<file path="config.mk">
export PLATFORM = sky130hd
export DESIGN_NAME = line_buf_ctrl
export DESIGN_NICKNAME = d
export VERILOG_FILES = /design/src/rtl/line_buf_pkg.sv /design/src/rtl/line_buf_ctrl_edge_det.sv /design/src/rtl/line_buf_ctrl.sv
export SDC_FILE = /design/constraint.sdc
export NUM_CORES = 1
export LEC_CHECK = 0
export CAP_MARGIN = 25
export CORE_MARGIN = 2
export CORE_UTILIZATION = 45
export DETAILED_ROUTE_END_ITERATION = 10
export HOLD_SLACK_MARGIN = 0.06
export PLACE_DENSITY = 0.86
export SLEW_MARGIN = 0
export SYNTH_ARGS = -nofsm -noshare
export SYNTH_HDL_FRONTEND = slang
export SYNTH_HIERARCHICAL = 1
export SYNTH_SLANG_ARGS = --single-unit
export TNS_END_PERCENT = 10
</file>
<file path="constraint.sdc">
create_clock -name clk -period 2.3 [get_ports clk]
set_input_delay 0.46 -clock clk [delete_from_list [all_inputs] [get_ports clk]]
set_output_delay 0.46 -clock clk [all_outputs]
set_load 0.03 [all_outputs]
</file>
<file path="src/rtl/line_buf_pkg.sv">
// Shared types and constants for the line-buffer controller.
package line_buf_pkg;

  localparam int ADDR_W = 11;

  typedef enum logic [1:0] {
    ST_IDLE   = 2'd0,
    ST_BLANK  = 2'd1,
    ST_ACTIVE = 2'd2
  } lbc_state_t;

  function automatic logic state_in_frame(input lbc_state_t st);
    return st != ST_IDLE;
  endfunction

endpackage

</file>
<file path="src/rtl/line_buf_ctrl_edge_det.sv">
// Registered rise/fall detector: compares the live input with its copy from
// the previous cycle. Synchronous active-low reset.
module edge_det (
  input  logic clk,
  input  logic rst,
  input  logic sig,
  output logic rise,
  output logic fall
);

  logic sig_p1;

  always_ff @(posedge clk) begin
    if (!rst) begin
      sig_p1 <= 1'b0;
    end else begin
      sig_p1 <= sig;
    end
  end

  assign rise = sig & ~sig_p1;
  assign fall = ~sig & sig_p1;

endmodule

</file>
<file path="src/rtl/line_buf_ctrl.sv">
// Line-memory write sequencer driven by dv/hs/vs video timing.
// Optional LBC_LEN_CHECK_EN: clamp address at the line width and flag bad line lengths.
module line_buf_ctrl
  import line_buf_pkg::*;
#(
  parameter int SCREENWIDTH = 1600,
  parameter int BUF_DEPTH   = 5,
  parameter int ROW_W       = 11
) (
  input  logic                 clk,
  input  logic                 rst,
  input  logic                 dv_i,
  input  logic                 hs_i,
  input  logic                 vs_i,
  output logic [ADDR_W-1:0]    addr_o,
  output logic                 en_o,
  output logic                 we_o,
  output logic [ADDR_W-1:0]    col_o,
  output logic [ROW_W-1:0]     row_o,
  output logic [BUF_DEPTH-1:0] row_valid_o,
  output logic                 frame_start_o,
  output logic                 line_end_o,
  output logic                 len_err_o
);

`ifdef LBC_LEN_CHECK_EN
  localparam int                PIX_W     = ADDR_W + 1;
  localparam logic [ADDR_W-1:0] LAST_ADDR = ADDR_W'(SCREENWIDTH - 1);
  localparam logic [PIX_W-1:0]  LINE_LEN  = PIX_W'(SCREENWIDTH);
  logic [PIX_W-1:0] pix_cnt;
`else
  localparam int LINE_LEN_UNUSED = SCREENWIDTH;
`endif

  lbc_state_t st;
  logic       in_frame;
  logic       dv_rise;
  logic       dv_fall;
  logic       vs_rise;
  logic       vs_fall_unused;
  logic       hs_unused;

  // Frame start is accepted at either hs_i level, so hs_i never gates sequencing.
  assign hs_unused = hs_i;

  function automatic logic [ROW_W-1:0] row_sat_inc(input logic [ROW_W-1:0] r);
    return (&r) ? r : r + 1'b1;
  endfunction

  edge_det u_dv_edge (
    .clk  (clk),
    .rst  (rst),
    .sig  (dv_i),
    .rise (dv_rise),
    .fall (dv_fall)
  );

  edge_det u_vs_edge (
    .clk  (clk),
    .rst  (rst),
    .sig  (vs_i),
    .rise (vs_rise),
    .fall (vs_fall_unused)
  );

  assign in_frame = state_in_frame(st);
  assign en_o     = in_frame && (dv_i || we_o);

  always_comb begin
    row_valid_o = '0;
    for (int k = 0; k < BUF_DEPTH; k++) begin
      row_valid_o[k] = in_frame && (int'(row_o) >= k);
    end
  end

  always_ff @(posedge clk) begin
    if (!rst) begin
      st            <= ST_IDLE;
      addr_o        <= '0;
      we_o          <= 1'b0;
      col_o         <= '0;
      row_o         <= '0;
      frame_start_o <= 1'b0;
      line_end_o    <= 1'b0;
`ifdef LBC_LEN_CHECK_EN
      pix_cnt       <= '0;
      len_err_o     <= 1'b0;
`endif
    end else begin
      frame_start_o <= vs_rise;
      line_end_o    <= in_frame && dv_fall;
      col_o         <= addr_o;

      // A new frame overrides a line ending in the same cycle.
      if (vs_rise) begin
        row_o <= '0;
      end else if (in_frame && dv_fall) begin
        row_o <= row_sat_inc(row_o);
      end

      if (vs_rise) begin
        st <= ST_BLANK;
      end else begin
        case (st)
          ST_BLANK:  if (dv_rise) st <= ST_ACTIVE;
          ST_ACTIVE: if (dv_fall) st <= ST_BLANK;
          default:   st <= st;
        endcase
      end

      if (!in_frame || !dv_i) begin
        addr_o <= '0;
        we_o   <= 1'b0;
`ifdef LBC_LEN_CHECK_EN
        pix_cnt <= '0;
`endif
      end else begin
`ifdef LBC_LEN_CHECK_EN
        addr_o  <= (addr_o == LAST_ADDR) ? addr_o : addr_o + 1'b1;
        we_o    <= (pix_cnt < LINE_LEN);
        pix_cnt <= (&pix_cnt) ? pix_cnt : pix_cnt + 1'b1;
`else
        addr_o  <= addr_o + 1'b1;
        we_o    <= 1'b1;
`endif
      end

`ifdef LBC_LEN_CHECK_EN
      if (vs_rise) begin
        len_err_o <= 1'b0;
      end else if (in_frame && dv_fall && (pix_cnt != LINE_LEN)) begin
        len_err_o <= 1'b1;
      end
`endif
    end
  end

`ifndef LBC_LEN_CHECK_EN
  assign len_err_o = 1'b0;
`endif

endmodule

</file>
==> run metrics <==
delay of the slowest cell on the worst path=370 ps; post-CTS clock slew at the launch and capture registers of the worst setup and hold paths=130 ps; peak supply drop=456 uV; router iterations before antenna repair=6; global placement routability congestion=0.752; number of diodes=0; # nets final=243; worst setup path class=flip-flop to output port; Power per Cell Area=558 nW/um2; arrival time reported for the critical path endpoint=1720 ps; Post-CTS Repair Setup Buffers=0; Post-Syn Nets=185; initial antenna violation count=0; Sink Count=40; endpoint class of the critical path=output port; synthesis-to-layout area growth=40.5%; initial standard-cell utilization of the core=0.479; Total Die Area=4110 um2; run status=finished clean; residual overflow from global routing=0; maximum fanout along the worst path=5; post-route setup slack=124 ps; count of antenna-violating nets left after detailed routing=0; H-tree depth=2; share of final-layout standard cells stronger than drive strength 1=0.119; post-synthesis cell count=176; leakage power summed over all cells=0.880 nW; post-detailed-route via-to-cell ratio=5.20; worst endpoint required time=1840 ps; fin crit share=0.946; count of routing violations after the opening detailed-route iteration=91; number of global-route vias before repair=1345; max capacitance violation total=0; Min-Delay Path Class=flip-flop to flip-flop; core area=3390 um2; Setup Skew=17.0 ps; family with the most delay on the worst path=simple AND/OR/NAND/NOR gates; max-slew violation total from the final report=0; Ys Warns=6; via count=1460; Total Routed Length=3710 um; Horiz. Die Dim=64.1 um; average cell area after synthesis=9.23 um2; clk buf depth=2; unrepaired setup endpoints after global routing=false; CP startpoint kind=flip-flop; global-route wire length before repair=6030 um; worst slack on hold paths=509 ps; clock insertion delay at the later pin of the skew report=360 ps; Period minus WS final=2180 ps; top-level I/O count=48; Cells after DPL=273; total of fill cells in the finished design=265; final number of setup-violating endpoints=0; number of placement rows=21; TritonCTS clock tree=done; CTS buffer count=5; maximum number of pins on one net before global-route repair=14; Hold Violations, Final=0; clk root buf=clkbuf_4; Buffers on Ports=45; master of the slowest instance on the critical path=dfxtp_1; Syn Std Cell Area=1620 um2; Cell Chain, Critical Path=nor3_2 -> and4_1 -> a31oi_1 -> dlygate4sd2_1; WL/cell=13.2 um; max frequency=460 MHz; Remaining DRCs=0; final standard cell count with taps included and fillers excluded=281; die outline height=64.1 um; Overall Global Routing Usage=0.192; number of buffers inserted by hold repair at cts=0; buffers and inverters on the worst path=1; Detailed Place HPWL=2610 um; Fin Setup TNS=0 ps; post-placement worst setup slack=82.5 ps
## final timing paths
kind | slack [ps] | to | from | cells after the start
max | 120 | row_valid_o[1] | row_o[5] | 4
max reg2reg | 590 | row_o[4] | row_o[1] | 6
min reg2reg | 510 | addr_o[0] | addr_o[0] | 1
min | 510 | addr_o[0] | addr_o[0] | 1
## where the power goes
group          internal (mW)  switching, mW  total (mW)
combinational         0.0281         0.0431      0.0713
sequential             0.700        0.00689       0.707
clock                  0.260          0.235       0.495
## sequential cells by signal, indices dropped and copies added, names as in the netlist, 2 cells and up
| signal | flops |
|---|---|
| col_o | 11 |
| row_o | 11 |
| st | 2 |
| addr_o | 11 |
## layout by cell type, fill, tap and decap left out, types with 7 or more instances in the layout
cell and count:
a21oi_1 10, xor2_1 8, nand3_1 7, and2_1 16, clkdlybuf4s50_1 40, nor2_1 24, dfxtp_1 39, buf_4 13
## per-stage QoR
step | power [mW] | cell area (um2) | util
2_1_floorplan | 0.765 | 1620 | -
3_3_place_gp | 0.790 | 2190 | 0.646
3_5_place_dp | 0.792 | 2190 | 0.646
4_1_cts | 1.28 | 2270 | 0.671
5_1_grt | 1.32 | 2280 | 0.673
6_report | 1.27 | 2280 | 0.673
## worst reg2reg max path, cell delays in order (launching register included)
cell and delay [ps]:
dfxtp_1 470, ha_1 280, o2111ai_1 210, buf_4 210, nor2_1 160, o21ai_0 150, a31oi_1 190
## cell type report
class | instances | area, um2 | area share
Tap cell | 46 | 57.6 | 0.0252
Clock buffer | 6 | 51.3 | 0.0225
Timing Repair Buffer | 57 | 533 | 0.234
Sequential cell | 40 | 802 | 0.351
Clock inverter | 2 | 38.8 | 0.0170
Inverter | 6 | 22.5 | 0.00987
Multi-Input combinational cell | 124 | 777 | 0.340
## what timing repair did
action	in CTS	in global routing
setup endpoints to repair	4	5
hold endpoints to repair	0	0
resized for setup	4	3
pin swaps	0	0
## per-layer routing
metal  wire length [um]  track usage  vias to the layer above
met3                195       0.0528                       12
met1               1590        0.239                      678
met5                  0            0                        -
met4                124        0.109                        0
li1                   -            -                      716
met2               1800        0.298                       54
Note: power is estimated with default switching activity, not from simulation.
